===== src/rtl/tlc_conflict_monitor.sv =====
// rtl/tlc_conflict_monitor.sv - passive lamp-output checker for the traffic light controller.
// Optional no-change watchdog (code 7) enabled by defining TLC_MON_STUCK_EN.
module tlc_conflict_monitor #(
  parameter int MIN_YELLOW_CYC = 4,
  parameter int MIN_RED_CLEAR  = 2
`ifdef TLC_MON_STUCK_EN
  , parameter int STUCK_CYC    = 1024
`endif
) (
  input  logic       clk,
  input  logic       reset,
  input  logic [2:0] North_LEDs,
  input  logic [2:0] East_LEDs,
  input  logic [2:0] South_LEDs,
  input  logic [2:0] West_LEDs,
  input  logic       enable,
  input  logic       fault_clear,
  output logic       fault,
  output logic [2:0] fault_code,
  output logic [1:0] fault_dir,
  output logic       flash_req,
  output logic [7:0] fault_count
);

  localparam logic [2:0] LED_R = 3'b100;
  localparam logic [2:0] LED_Y = 3'b010;
  localparam logic [2:0] LED_G = 3'b001;
  localparam int YW = $clog2(MIN_YELLOW_CYC + 1);
  localparam int RW = $clog2(MIN_RED_CLEAR + 1);
  localparam logic [YW-1:0] Y_MAX = YW'(MIN_YELLOW_CYC);
  localparam logic [RW-1:0] R_MAX = RW'(MIN_RED_CLEAR);
  // Axis of each direction index: N=0,E=1,S=2,W=3 -> EW directions carry a 1.
  localparam logic [3:0] DIR_AXIS = 4'b1010;

  logic [3:0][2:0]    led_q, led_d;
  logic [3:0][2:0]    prev_q, prev_d;
  logic [3:0][YW-1:0] yel_q, yel_d;
  logic [RW-1:0]      red_q, red_d;
  logic               vld_q, vld_d;
  logic               first_q, first_d;
  logic               axis_q, axis_d;
  logic               fault_q, fault_d;
  logic [2:0]         code_q, code_d;
  logic [1:0]         dir_q, dir_d;
  logic [7:0]         cnt_q, cnt_d;

  logic [3:0] dir_open;
  logic       ns_open, ew_open, all_red, trans_ok;
  logic [3:0] enc_hit, cfl_hit, skip_hit, shy_hit, shc_hit, ord_hit;
  logic       stuck_hit;
  logic       chk_fire;
  logic [2:0] chk_code;
  logic [1:0] chk_dir;

  function automatic logic [1:0] lowest(input logic [3:0] v);
    if (v[0]) return 2'd0;
    if (v[1]) return 2'd1;
    if (v[2]) return 2'd2;
    return 2'd3;
  endfunction

  always_comb begin
    dir_open = '0;
    enc_hit  = '0;
    cfl_hit  = '0;
    skip_hit = '0;
    shy_hit  = '0;
    shc_hit  = '0;
    ord_hit  = '0;
    for (int d = 0; d < 4; d++) begin
      dir_open[d] = (led_q[d] != LED_R);
    end
    ns_open  = dir_open[0] | dir_open[2];
    ew_open  = dir_open[1] | dir_open[3];
    all_red  = ~|dir_open;
    // Transition checks need a previous sample to compare against.
    trans_ok = vld_q & ~first_q;
    for (int d = 0; d < 4; d++) begin
      enc_hit[d]  = vld_q & ~((led_q[d] == LED_R) | (led_q[d] == LED_Y) | (led_q[d] == LED_G));
      cfl_hit[d]  = vld_q & ns_open & ew_open & dir_open[d];
      skip_hit[d] = trans_ok & (prev_q[d] == LED_G) & (led_q[d] == LED_R);
      shy_hit[d]  = trans_ok & (prev_q[d] == LED_Y) & (led_q[d] == LED_R) & (yel_q[d] < Y_MAX);
      shc_hit[d]  = trans_ok & (prev_q[d] == LED_R) & (led_q[d] == LED_G) &
                    (axis_q != DIR_AXIS[d]) & (red_q < R_MAX);
      ord_hit[d]  = trans_ok & (((prev_q[d] == LED_R) & (led_q[d] == LED_Y)) |
                                ((prev_q[d] == LED_Y) & (led_q[d] == LED_G)));
    end
  end

`ifdef TLC_MON_STUCK_EN
  localparam int SW = $clog2(STUCK_CYC + 1);
  localparam logic [SW-1:0] S_MAX = SW'(STUCK_CYC);

  logic [SW-1:0] stuck_q, stuck_d, stuck_len;

  // Run length includes the current sample, so a fresh or changed sample counts as 1.
  always_comb begin
    if (first_q || (led_q != prev_q)) begin
      stuck_len = SW'(1);
    end else if (stuck_q == S_MAX) begin
      stuck_len = stuck_q;
    end else begin
      stuck_len = stuck_q + SW'(1);
    end
    stuck_d   = vld_q ? stuck_len : stuck_q;
    stuck_hit = vld_q & (stuck_len >= S_MAX);
  end

  always_ff @(posedge clk or posedge reset) begin
    if (reset) begin
      stuck_q <= '0;
    end else begin
      stuck_q <= stuck_d;
    end
  end
`else
  assign stuck_hit = 1'b0;
`endif

  always_comb begin
    chk_code = 3'd0;
    chk_dir  = 2'd0;
    if (|enc_hit) begin
      chk_code = 3'd1;
      chk_dir  = lowest(enc_hit);
    end else if (|cfl_hit) begin
      chk_code = 3'd2;
      chk_dir  = lowest(cfl_hit);
    end else if (|skip_hit) begin
      chk_code = 3'd3;
      chk_dir  = lowest(skip_hit);
    end else if (|shy_hit) begin
      chk_code = 3'd4;
      chk_dir  = lowest(shy_hit);
    end else if (|shc_hit) begin
      chk_code = 3'd5;
      chk_dir  = lowest(shc_hit);
    end else if (|ord_hit) begin
      chk_code = 3'd6;
      chk_dir  = lowest(ord_hit);
    end else if (stuck_hit) begin
      chk_code = 3'd7;
      chk_dir  = 2'd0;
    end
    chk_fire = (chk_code != 3'd0);
  end

  always_comb begin
    led_d   = {West_LEDs, South_LEDs, East_LEDs, North_LEDs};
    vld_d   = 1'b1;
    prev_d  = prev_q;
    yel_d   = yel_q;
    red_d   = red_q;
    axis_d  = axis_q;
    first_d = first_q;
    if (vld_q) begin
      prev_d  = led_q;
      first_d = 1'b0;
      for (int d = 0; d < 4; d++) begin
        if (led_q[d] != LED_Y) begin
          yel_d[d] = '0;
        end else if (yel_q[d] != Y_MAX) begin
          yel_d[d] = yel_q[d] + YW'(1);
        end
      end
      if (!all_red) begin
        red_d = '0;
      end else if (red_q != R_MAX) begin
        red_d = red_q + RW'(1);
      end
      if (ns_open) begin
        axis_d = 1'b0;
      end else if (ew_open) begin
        axis_d = 1'b1;
      end
    end
  end

  // A clear coinciding with a fresh violation reloads instead of dropping the flag.
  always_comb begin
    fault_d = fault_q;
    code_d  = code_q;
    dir_d   = dir_q;
    cnt_d   = cnt_q;
    if (enable && chk_fire && (!fault_q || fault_clear)) begin
      fault_d = 1'b1;
      code_d  = chk_code;
      dir_d   = chk_dir;
      if (cnt_q != 8'hFF) begin
        cnt_d = cnt_q + 8'd1;
      end
    end else if (fault_q && fault_clear) begin
      fault_d = 1'b0;
      code_d  = 3'd0;
      dir_d   = 2'd0;
    end
  end

  always_ff @(posedge clk or posedge reset) begin
    if (reset) begin
      led_q   <= {4{LED_R}};
      prev_q  <= {4{LED_R}};
      yel_q   <= '0;
      red_q   <= R_MAX;
      vld_q   <= 1'b0;
      first_q <= 1'b1;
      axis_q  <= 1'b0;
      fault_q <= 1'b0;
      code_q  <= 3'd0;
      dir_q   <= 2'd0;
      cnt_q   <= 8'd0;
    end else begin
      led_q   <= led_d;
      prev_q  <= prev_d;
      yel_q   <= yel_d;
      red_q   <= red_d;
      vld_q   <= vld_d;
      first_q <= first_d;
      axis_q  <= axis_d;
      fault_q <= fault_d;
      code_q  <= code_d;
      dir_q   <= dir_d;
      cnt_q   <= cnt_d;
    end
  end

  assign fault       = fault_q;
  assign flash_req   = fault_q;
  assign fault_code  = code_q;
  assign fault_dir   = dir_q;
  assign fault_count = cnt_q;

endmodule

===== config.mk =====
export PLATFORM = sky130hd
export DESIGN_NAME = tlc_conflict_monitor
export DESIGN_NICKNAME = d
export VERILOG_FILES = /design/src/rtl/tlc_conflict_monitor.sv
export SDC_FILE = /design/constraint.sdc
export NUM_CORES = 1
export LEC_CHECK = 0
export ABC_CLOCK_PERIOD_IN_PS = 6800
export BUFFER_PORTS_ARGS = -buffer_cell sky130_fd_sc_hd__buf_2
export CAP_MARGIN = 10
export CELL_PAD_IN_SITES_DETAIL_PLACEMENT = 1
export CELL_PAD_IN_SITES_GLOBAL_PLACEMENT = 1
export CORE_MARGIN = 2
export CORE_UTILIZATION = 27
export DETAILED_ROUTE_END_ITERATION = 16
export MAX_ROUTING_LAYER = met4
export PLACE_DENSITY_LB_ADDON = 0.1
export SYNTH_ARGS = -nofsm -noshare
export SYNTH_HDL_FRONTEND = slang
export SYNTH_SLANG_ARGS = --single-unit

===== constraint.sdc =====
create_clock -name clk -period 6.8 [get_ports clk]
set_clock_uncertainty 0.15 [all_clocks]
set_input_delay 0.68 -clock clk [delete_from_list [all_inputs] [get_ports clk]]
set_output_delay 0.68 -clock clk [all_outputs]
set_load 0.1 [all_outputs]

## Word level (Yosys, flattened, before mapping)

Index checks and enable logic that the tools add are counted.

- Add/subtract/negate cells: 6
- Magnitude comparators: 5
- Eq/ne operators: 38
- Mux-type cells: 165
- Bitwise operators: 79
- Reductions and logical operators: 27

Operators by type and width:

| operator | count |
|---|---|
| two-way mux 1 bit | 103 |
| two-way mux 2 bit | 46 |
| AND 1 bit | 59 |
| two-way mux 3 bit | 16 |
| OR reduction 4 bit | 7 |
| == test 3 x 1 -> 1 bit (second input constant) | 8 |
| == test 3 x 2 -> 1 bit (second input constant) | 8 |
| == test 3 bit (second input constant) | 8 |
| inequality test 3 bit (second input constant) | 8 |
| bitwise OR 1 bit | 14 |
| AND reduction 2 bit | 7 |
| nonzero test 2 bit | 7 |
| adder 3 x 1 -> 3 bit (second input constant) | 4 |
| less-than comparator 3 bit (second input constant) | 4 |
| inequality test 3 x 2 -> 1 bit (second input constant) | 4 |
| adder 8 x 1 -> 8 bit (second input constant) | 1 |
| inequality test 8 bit (second input constant) | 1 |
| NOT 1 bit | 6 |
| logical AND 1 bit | 3 |
| nonzero test 3 bit | 1 |
| adder 2 x 1 -> 2 bit (second input constant) | 1 |
| less-than comparator 2 bit (second input constant) | 1 |
| inequality test 2 bit (second input constant) | 1 |
| logical NOT 1 bit | 1 |
| logical OR 1 bit | 1 |

- Register bits: 55
- Input bits: 16

## Logic depth before layout (Yosys ltp)

Gate-level depths: netlist of the first run.

- Word-level depth: 37
- Gate-level depth with buffers: 9

## Worst setup path before layout of the first run

OpenSTA, ideal clock, no wires.

- Kind: register to register
- Start point: register led_q[5] (netlist bit)
- End point: register code_q[0] (netlist: fault_code[0])
- Arrival time: 2.397 ns
- Required time: 6.528 ns
- Setup slack: 4.131 ns
- Cell stages (with the launch flop): 8
- Buffers on the path: 0
- Period minus slack after synthesis: 2.669 ns
- Cell sequence: dfstp_2 or4b_4 or4b_4 a21oi_4 nor4_2 a211oi_2 a21oi_2 a22o_1

- Word-level cells in the longest chain between the ends: 15

Ends and longest elaborated chain:

| element | line | source |
|---|---|---|
| start: declaration | 35 | `logic [3:0][2:0] led_q, led_d;` |
| start signal: assignment | 201 | `led_q <= {4{LED_R}};` |
| start signal: assignment | 213 | `led_q <= led_d;` |
| == test 3 x 2 -> 1 bit or == test 3 x 1 -> 1 bit (tied branches) | n/a |  |
| AND 1 bit, on equally long branches | 85, 86 |  |
| bitwise OR 1 bit | 85 | `ord_hit[d] = trans_ok & (((prev_q[d] == LED_R) & (led_q[d] == LED_Y)) \|` |
| AND 1 bit | 85 |  |
| OR reduction 4 bit | 138 | `end else if (\|ord_hit) begin` |
| two-way mux 3 bit | 138 |  |
| two-way mux 3 bit | 135 | `end else if (\|shc_hit) begin` |
| two-way mux 3 bit | 132 | `end else if (\|shy_hit) begin` |
| two-way mux 3 bit | 129 | `end else if (\|skip_hit) begin` |
| two-way mux 3 bit | 126 | `end else if (\|cfl_hit) begin` |
| two-way mux 3 bit (*) | 123 | `if (\|enc_hit) begin` |
| nonzero test 3 bit | 145 | `chk_fire = (chk_code != 3'd0);` |
| logical AND 1 bit (2 in series) | 185 | `if (enable && chk_fire && (!fault_q \|\| fault_clear)) begin` |
| two-way mux 3 bit or nonzero test 2 bit (tied branches) | n/a |  |
| end signal: assignment | 221 | `code_q <= code_d;` |
| end: declaration | 43 | `logic [2:0] code_q, code_d;` |

Mark *: on every way between the ends. The rest lies on a longest branch, timed or not.
A chain may end at the register's enable or synchronous reset.

## Worst setup path after layout of the first run

- Start point: register led_q[11] (netlist bit)
- End point: register cnt_q[1] (netlist: fault_count[1])

- Word-level cells in the longest chain between the ends: 15

Ends and longest elaborated chain:

| element | line | source |
|---|---|---|
| == test 3 x 2 -> 1 bit or == test 3 x 1 -> 1 bit (tied branches) | n/a |  |
| AND 1 bit, on equally long branches | 85, 86 |  |
| bitwise OR 1 bit | 85 |  |
| AND 1 bit | 85 |  |
| OR reduction 4 bit | 138 |  |
| two-way mux 3 bit | 138 |  |
| two-way mux 3 bit | 135 |  |
| two-way mux 3 bit | 132 |  |
| two-way mux 3 bit | 129 |  |
| two-way mux 3 bit | 126 |  |
| two-way mux 3 bit (*) | 123 |  |
| nonzero test 3 bit (*) | 145 |  |
| logical AND 1 bit (*) (2 in series) | 185 |  |
| AND reduction 2 bit (no source line) (*) | n/a |  |
| end signal: assignment | 223 | `cnt_q <= cnt_d;` |
| end: declaration | 45 | `logic [7:0] cnt_q, cnt_d;` |

Marks and branches as above.

==> run metrics, run 1 <==
Worst Setup End Kind flip-flop; Final Max Tran Viols 0; final hold violations 0; Critical Path Slowest Stage Cell dfstp_2; count of placed standard cells including taps roughly 460; Via density 4.96; Num Clock Sinks 55; Initial DRC Count ~120; crit path max fanout 6; total die area 12200 µm²; DP Area approximately 3300 µm²; Pleak between 1 and 1.5 nW; area growth from synthesis to layout 14.3%; port bufs 30; Main synth FF type dfrtp_1; Reg clk slew, reported paths 70 ps; Synth area leaders dfrtp_1, dfstp_2, mux2_2, ha_1, nand2_1; synthesized instance count ~300; DPL Wire Length around 5200 µm; core area 10900 µm²; syn nets about 330; measured slew at the worst slew-check pin between 700 and 800 ps; Reg-to-Reg End fault_count[1]; post-CTS resize count 0; TritonCTS buffer count 5; CP max stage delay about 580 ps; cts hold-fix bufs 0; Hold WC Path Type input port to flip-flop; reg2reg start led_q[11]; diodes inserted 0; startpoint class of the critical path flip-flop; Hold WS ~330 ps; Routability Congestion approximately 0.8; status finished, final reports clean; library cells used by synthesis 63; Nets 357; die span in y around 110 µm; Post-Syn Area about 3000 µm²; Crit path required time a little under 7000 ps; Final Setup Violations 0; Synthesis Warnings 0; drt pass-1 iters 4; drt wl/cell about 15 µm; Vias roughly 2300; ys async rst share 1.00; initial antenna violation count 0; most common cell in the synthesized netlist dfrtp_1; Cell Pwr Density roughly 280 nW/µm²; number of enable flip-flop cells after synthesis 0; slew margin rel. 0.528; Post-route DRC 0; setup_tns 0 ps; Overall Power between 0.9 and 1 mW; vias in the first global route between 2000 and 2500; filler cell count 1288; worst hold path cell count 1; die width ~110 µm; CTS Root Cell clkbuf_16; Ports 31; post-route ant nets 0; HP Start South_LEDs[2]; largest net degree at the start of global routing 56; Achievable Freq around 0.34 GHz; hold worst-path end led_q[8]; Finished Core Util 0.319; kind of critical path flip-flop to flip-flop; Post-Place Setup Slack 3820 ps; setup repair after global routing missed its margin no; Period minus WS final ~3000 ps; Period Utilization, post-route 0.436; top cell type's share of synthesized area 0.369; synthesized flop and latch total 55; Clock Latency Late Sink around 290 ps; Mean Syn Cell Area about 10 µm²; total routed wirelength just over 7000 µm; gr ovfl total 0; Synth area leader dfrtp_1; reg-to-reg setup timing slack between 3000 and 4000 ps; Std-Cell Rows 38; final instance area around 3500 µm²; first-pass GRT wire length ~12000 µm; Initial Util 0.279; worst path cell trace or3b_1 -> or4b_1 -> a31oi_1 -> nor3b_2 -> a21oi_2 -> mux2_2; CTS H-Tree Depth 2; top cells by count, synth dfrtp_1, nand2_1, o21ai_0; post-route non-filler standard cell count about 470; sequential area share after synthesis 0.456; CTS tree done; Worst Path Arrival roughly 3000 ps; max cap viols 0; Post-CTS Setup Repair Bufs 0; VDD IR max between 200 and 250 µV; layout cell share with drive strength beyond 1 0.232; clock tree buffer depth 2; Setup WS post-layout ~3800 ps; R2R depth 6; all-layer global routing usage 0.134
sequential cells by signal (all words and copies together) (netlist names):
| register | count |
|---|---|
| yel_q | 12 |
| first_q | 1 |
| fault | 1 |
| vld_q | 1 |
| axis_q | 1 |
| fault_dir | 2 |
| prev_q | 12 |
| fault_code | 3 |
| led_q | 12 |
| fault_count | 8 |
| red_q | 2 |
kinds of logic (layout without fill, tap and decap cells):
logic type | after synthesis | count (layout) | synth area share
adder cells (fa/ha/maj) | 10 | 10 | 0.0411
multiplexers | 12 | 12 | 0.0443
AO/OA/AOI/OAI | 70 | 70 | 0.156
other | 1 | 1 | 0.00123
XOR/XNOR | 11 | 11 | 0.0316
AND/OR/NAND/NOR | 114 | 114 | 0.232
buffers and inverters | 28 | 59 | 0.0386
flip-flops | 55 | 55 | 0.456
layer usage:
| layer | vias to the layer above | wire length (µm) | global-route usage | share of wire |
|---|---|---|---|---|
| met5 | - | 0 | - | 0 |
| met3 | 6 | 209 | 0.0212 | 0.029 |
| li1 | 1151 | - | - | - |
| met2 | 34 | 3270 | 0.214 | 0.46 |
| met1 | 1148 | 3600 | 0.177 | 0.50 |
| met4 | 0 | 89 | 0.0348 | 0.012 |
how the worst max path moves through the flow:
stage                     startpoint        endpoint  cells past startpoint
after floorplan             led_q[5]   fault_code[0]                      7
after global placement      led_q[8]  fault_count[1]                      6
after detailed placement    led_q[8]  fault_count[1]                      6
after CTS                   led_q[8]  fault_count[1]                      6
after global routing       led_q[11]  fault_count[1]                      6
final                      led_q[11]  fault_count[1]                      6
cells in the final DEF, fill, tap and decap left out, types with 7 or more instances in the layout:
| cell | Yosys | final |
|---|---|---|
| inv_1 | 19 | 18 |
| xnor2_1 | 7 | 7 |
| nor4bb_1 | 11 | 11 |
| mux2_2 | 12 | 12 |
| ha_1 | 10 | 10 |
| dfrtp_1 | 45 | 45 |
| nor2_1 | 10 | 10 |
| buf_2 | 1 | 30 |
| dfstp_2 | 10 | 10 |
| a21oi_1 | 12 | 12 |
| nand2_1 | 33 | 33 |
| nand3_1 | 11 | 11 |
| o21ai_0 | 24 | 24 |
area by class of cell:
| type | count | area, µm² | area share |
|---|---|---|---|
| clock buffers | 6 | 129 | 0.0370 |
| clock inverters | 2 | 12.5 | 0.00359 |
| inverters | 19 | 71.3 | 0.0205 |
| multi-input cells | 218 | 1540 | 0.443 |
| flip-flops and latches | 55 | 1390 | 0.399 |
| well taps | 140 | 175 | 0.0503 |
| repair buffers | 32 | 165 | 0.0474 |
report_power, final:
group	switching [mW]	leakage, nW	internal [mW]	total (mW)
sequential	0.0443	0.672	0.366	0.410
combinational	0.235	0.663	0.0693	0.305
clock	0.122	0.0669	0.137	0.258
worst max-delay path, delay by kind of cell, from the launching register on:
family | cells | cell delay [ps]
compound gates | 2 | 640
flops | 1 | 580
simple gates | 3 | 1100
mux | 1 | 370
Note: power is estimated with default switching activity, not from simulation.
==> run 2, diff against run 1 <==
--- a/config.mk
+++ b/config.mk
@@ -5,7 +5,8 @@
 export SDC_FILE = /design/constraint.sdc
 export NUM_CORES = 1
 export LEC_CHECK = 0
-export ABC_CLOCK_PERIOD_IN_PS = 6800
+export ABC_AREA = 1
+export ABC_CLOCK_PERIOD_IN_PS = 2600
 export BUFFER_PORTS_ARGS = -buffer_cell sky130_fd_sc_hd__buf_2
 export CAP_MARGIN = 10
 export CELL_PAD_IN_SITES_DETAIL_PLACEMENT = 1
==> constraint.sdc (replaced) <==
create_clock -name clk -period 2.6 [get_ports clk]
set_clock_uncertainty 0.15 [all_clocks]
set_input_delay 0.26 -clock clk [delete_from_list [all_inputs] [get_ports clk]]
set_output_delay 0.26 -clock clk [all_outputs]
set_load 0.1 [all_outputs]
==> run 2 against run 1 <==
Compared with the run above:
- register-to-register slack worse by 3500 ps
- non-clock buffer count is 14 higher
- flip-flop and latch count stayed put
- largest power group unchanged
- fmax is 31% higher
- worst setup slack worse by 3500 ps
- sequential share of layout area is 5.0 points lower
- highest routed layer unchanged
- utilization is 1.1 points higher
==> run metrics, run 2 <==
status finished, final reports clean; DPL Wire Length around 7000 µm; post-CTS resize count 0; die span in y 115 µm; Via density between 4 and 5; Final Max Tran Viols 0; Cell Pwr Density 659 nW/µm²; Post-Syn Area around 3300 µm²; cell repeated most along the worst path nand2_1; count of placed standard cells including taps around 630; initial antenna violation count 0; Main synth FF type dfrtp_1; Post-Place Setup Slack between 300 and 400 ps; Post-CTS Setup Repair Bufs 0; library cells used by synthesis 32; Nets between 500 and 600; TritonCTS buffer count 5; kind of critical path flip-flop to flip-flop; Worst Path Arrival between 2000 and 2500 ps; Period minus WS final between 2000 and 2500 ps; core area around 12000 µm²; max cap viols 0; crit path max fanout 28; Worst Path Buf+Inv 1; all-layer global routing usage 0.152; Final Setup Violations 0; most frequent cells in the layout nand2_1, dfrtp_1, inv_1, nor2_1, nand3_1; slew margin rel. 0.605; commonest non-fill, non-tap cell in the layout nand2_1; Hold WC Path Type input port to flip-flop; diodes inserted 0; Hold WS 145 ps; largest registers led_q x12, prev_q x12, yel_q x12; DP Area 3690 µm²; worst path cell trace buf_4 -> nand3_2 -> nor2_2 -> o21ai_1 -> nand2_1 -> nor2_4 -> nand2_1 -> nand2_2 -> nand3_2 -> nand4_2 -> nand2_1 -> nand2_1; Finished Core Util 0.330; first-pass GRT wire length roughly 15000 µm; Initial Util 0.277; syn nets around 460; number of enable flip-flop cells after synthesis 0; top cell type's share of synthesized area 0.337; total routed wirelength about 8900 µm; Overall Power 2.62 mW; Achievable Freq between 0.4 and 0.5 GHz; final instance area between 3000 and 4000 µm²; area growth from synthesis to layout 19.2%; die width about 120 µm; Period Utilization, post-route 0.868; Synth area leaders dfrtp_1, nand2_1, dfstp_2, nand3_1, inv_1; Mean Syn Cell Area 7.64 µm²; clock tree buffer depth 2; post-route ant nets 0; Pleak between 2 and 2.5 nW; Initial DRC Count roughly 70; port bufs 30; Std-Cell Rows 40; Setup WS post-layout 344 ps; synthesized instance count 437; most common cell in the synthesized netlist nand2_1; CTS Root Cell clkbuf_16; layout cell share with drive strength beyond 1 0.247; measured slew at the worst slew-check pin slightly below 600 ps; gr ovfl total 0; ys async rst share 1.00; Crit path required time 2650 ps; CP delay by family, top simple AND/OR/NAND/NOR gates; Critical Path Slowest Stage Cell dfrtp_1; setup_tns 0 ps; Post-route DRC 0; Ports 31; sequential area share after synthesis 0.416; Num Clock Sinks between 50 and 60; setup repair after global routing missed its margin no; Worst Setup End Kind flip-flop; top cells by count, synth nand2_1, dfrtp_1, inv_1; total die area 13300 µm²; vias in the first global route between 3000 and 4000; Routability Congestion slightly above 0.8; VDD IR max ~270 µV; CTS H-Tree Depth 2; startpoint class of the critical path flip-flop; CP max stage delay 360 ps; post-route non-filler standard cell count around 650; synthesized flop and latch total 55; CTS tree done; Clock Latency Late Sink slightly above 300 ps; Reg clk slew, reported paths 80 ps; cts hold-fix bufs 13; Synthesis Warnings 0; largest net degree at the start of global routing 29; final hold violations 0; Vias 2905; drt wl/cell 13.6 µm; drt pass-1 iters 4; Synth area leader dfrtp_1
## run 2: cell count changes in the layout (fill, tap and decap cells not counted), sizes merged, moves of 7 or more
| cell | before | now |
|---|---|---|
| nand2 | 33 | 125 |
| inv | 19 | 70 |
| nand3 | 11 | 49 |
| nor2 | 10 | 48 |
| dlygate4sd3 | 0 | 13 |
| mux2 | 12 | 0 |
| nor4bb | 11 | 0 |
| nand4 | 2 | 12 |
| nor3b | 7 | 0 |
## run 2: cells by family (layout without fill, tap and decap cells)
family / Yosys count / count (layout) / share of synthesized area
AND/OR/NAND/NOR: 241 / 241 / 0.359
buffers and inverters: 75 / 123 / 0.0866
flip-flops: 55 / 55 / 0.416
AO/OA/AOI/OAI: 46 / 46 / 0.0761
adder cells (fa/ha/maj): 10 / 10 / 0.0375
XOR/XNOR: 9 / 9 / 0.0236
other: 1 / 1 / 0.00112
## run 2: cell type report
class                      count  area, µm²
tap                          168        210
clock buffer                   6        139
inverter                      69        259
clock inverter                 2       18.8
timing repair buffer          46        303
multi-input combinational    307       1660
sequential                    55       1390
fill                        1501       8080
## run 2: where the power goes
group          leakage, nW  switching, mW  internal, mW
clock network       0.0750          0.355         0.392
logic                 1.25          0.666         0.179
registers            0.681         0.0848         0.946
total                 2.00           1.11          1.52
## run 2: path summary, 6_finish.rpt
| check | start | endpoint | cells after the start | slack (ps) |
|---|---|---|---|---|
| min | enable | fault | 3 | 140 |
| max in group asynchronous | reset | prev_q[5] | 4 | 1110 |
| min reg2reg | first_q | first_q | 2 | 330 |
| max | vld_q | fault_count[3] | 12 | 340 |
| max reg2reg | vld_q | fault_count[3] | 12 | 340 |
| min in group asynchronous | reset | led_q[0] | 3 | 410 |
## run 2: worst min-delay path: cells and delay by family
family | cells | cell delay [ps]
buf+inv | 1 | 130
simple gates | 2 | 170
## run 2: routing by layer
| metal | global-route usage | share of wire | vias up | routed length, µm |
|---|---|---|---|---|
| met4 | 0.0530 | 0.017 | 0 | 155 |
| met1 | 0.198 | 0.51 | 1399 | 4490 |
| li1 | - | - | 1475 | - |
| met3 | 0.0269 | 0.019 | 9 | 168 |
| met2 | 0.238 | 0.46 | 22 | 4060 |
| met5 | - | 0 | - | 0 |
==> run 3, diff against run 2 <==
--- a/config.mk
+++ b/config.mk
@@ -6,7 +6,7 @@
 export NUM_CORES = 1
 export LEC_CHECK = 0
 export ABC_AREA = 1
-export ABC_CLOCK_PERIOD_IN_PS = 2600
+export ABC_CLOCK_PERIOD_IN_PS = 1900
 export BUFFER_PORTS_ARGS = -buffer_cell sky130_fd_sc_hd__buf_2
 export CAP_MARGIN = 10
 export CELL_PAD_IN_SITES_DETAIL_PLACEMENT = 1
==> constraint.sdc (replaced) <==
create_clock -name clk -period 1.9 [get_ports clk]
set_clock_uncertainty 0.15 [all_clocks]
set_input_delay 0.19 -clock clk [delete_from_list [all_inputs] [get_ports clk]]
set_output_delay 0.19 -clock clk [all_outputs]
set_load 0.1 [all_outputs]
==> run 3 against run 2 <==
Compared with the run above:
- the flow now finishes with violations (setup timing)
- critical path depth rose by 2
- register-to-register slack worse by 590 ps
- hold slack lost 6.4 ps
- first-iteration DRC count rose by 24%
- non-clock buffer count is 89 higher
- fmax up 4.9%
- worst setup slack lost 590 ps
- cell count grew 14%
- critical endpoint is now fault_count[0]
==> run metrics, run 3 (synthesis gave the netlist of run 2 again) <==
drt pass-1 iters 4; CTS Root Cell clkbuf_16; Reg clk slew, reported paths approximately 70 ps; failing checks setup timing; layout cell share with drive strength beyond 1 0.504; largest net degree at the start of global routing 37; CTS H-Tree Depth 2; Critical Path Slowest Stage Cell dfstp_2; Nets 600; Worst Path Buf+Inv 2; Final Max Tran Viols 0; setup repair after global routing missed its margin yes; post-route non-filler standard cell count 743; Initial DRC Count 84; vias in the first global route 3384; total die area between 10000 and 15000 µm²; Crit path required time approximately 1900 ps; total routed wirelength ~10000 µm; Post-Place Setup Slack -371 ps; filler cell count 1445; Worst Setup End Kind flip-flop; Ports 31; CTS tree done; first-pass GRT wire length around 16000 µm; Routability Congestion about 0.82; crit path max fanout 5; Cell Pwr Density approximately 780 nW/µm²; die span in y 115 µm; VDD IR max 362 µV; DPL Wire Length between 7000 and 8000 µm; Period minus WS final about 2200 ps; startpoint class of the critical path flip-flop; worst path cell trace nor3_2 -> buf_4 -> nand3_4 -> nand2_4 -> inv_2 -> nand2_4 -> nor2_2 -> nand2_2 -> nand2_2 -> nand2_4 -> nor2_4 -> nor2_8 -> nand4_1 -> nand2_1; largest registers led_q x12, prev_q x12, yel_q x12; Num Clock Sinks 55; max cap viols 0; commonest non-fill, non-tap cell in the layout buf_4; Post-route DRC 0; post-route ant nets 0; CP delay by family, top simple AND/OR/NAND/NOR gates; most frequent cells in the layout buf_4, nand2_1, dfrtp_1, nand2_2; port bufs 30; initial antenna violation count 0; CP max stage delay between 500 and 600 ps; TritonCTS buffer count 5; Clock Latency Late Sink approximately 300 ps; Final Setup Violations 14; Initial Util 0.277; count of placed standard cells including taps 709; clock tree buffer depth 2; die width 115 µm; kind of critical path flip-flop to flip-flop; gr ovfl total 0; all-layer global routing usage 0.164; Achievable Freq around 0.46 GHz; cell repeated most along the worst path nand2_4; setup_tns -2790 ps; Std-Cell Rows 40; Setup WS post-layout -251 ps; Hold WC Path Type input port to flip-flop; Worst Path Arrival approximately 2200 ps; drt wl/cell 13.3 µm; Pleak 2.48 nW; area growth from synthesis to layout 52.2%; Via density 4.34; core area 12100 µm²; Vias approximately 3200; final hold violations 0; Hold WS between 100 and 150 ps; diodes inserted 0; status complete, but fails checks; Period Utilization, post-route 1.13
[run 3: what timing repair did]
item / 4_1_cts / 5_1_grt
setup buffers: 7 / 7
endpoints found under the hold margin: 57 / 0
cloned: 0 / 1
resized for setup: 43 / 64
hold buffers: 13 / 0
setup endpoints to repair: 16 / 16
pin swaps: 13 / 31
[run 3: cell type report]
| class | instances | area (µm²) | share of cell area |
|---|---|---|---|
| clock buffers | 6 | 139 | 0.0273 |
| repair buffers | 135 | 978 | 0.193 |
| inverters | 69 | 272 | 0.0534 |
| clock inverters | 2 | 35.0 | 0.00690 |
| multi-input cells | 308 | 2050 | 0.403 |
| well taps | 168 | 210 | 0.0414 |
| flip-flops and latches | 55 | 1400 | 0.275 |
[run 3: stage by stage]
step                      total power, mW  cell area (µm²)   util
after floorplan                      2.38             3370      -
after global placement               2.71             4300  0.356
after detailed placement             2.74             4300  0.356
after CTS                            3.93             4800  0.398
after global routing                 4.17             5080  0.421
final                                3.95             5080  0.421
[run 3: final timing paths]
path                       slack [ps]         from              to  depth (start not counted)
min                               140  fault_clear   fault_code[2]                          4
min reg2reg                       350    prev_q[2]       prev_q[2]                          2
max reg2reg                      -250    prev_q[5]  fault_count[0]                         14
max                              -250    prev_q[5]  fault_count[0]                         14
min in group asynchronous         310        reset        led_q[0]                          4
max in group asynchronous         840        reset        led_q[3]                          4
[run 3: layer usage]
layer	global-route usage	up-vias	part of all wire
li1	-	1658	-
met1	0.205	1543	0.47
met2	0.271	17	0.50
met3	0.0316	5	0.017
met4	0.0434	0	0.0093
met5	-	-	0
[run 3: worst reg2reg max path: cells and delay by family, from the launching register on]
family | cells | cell delay, ps
flops | 1 | 580
buf+inv | 2 | 210
simple gates | 12 | 1090
[run 3: report_power, final]
| group | internal (mW) | switching [mW] |
|---|---|---|
| registers | 1.31 | 0.138 |
| logic | 0.405 | 1.00 |
| clock network | 0.657 | 0.447 |
| total | 2.37 | 1.59 |
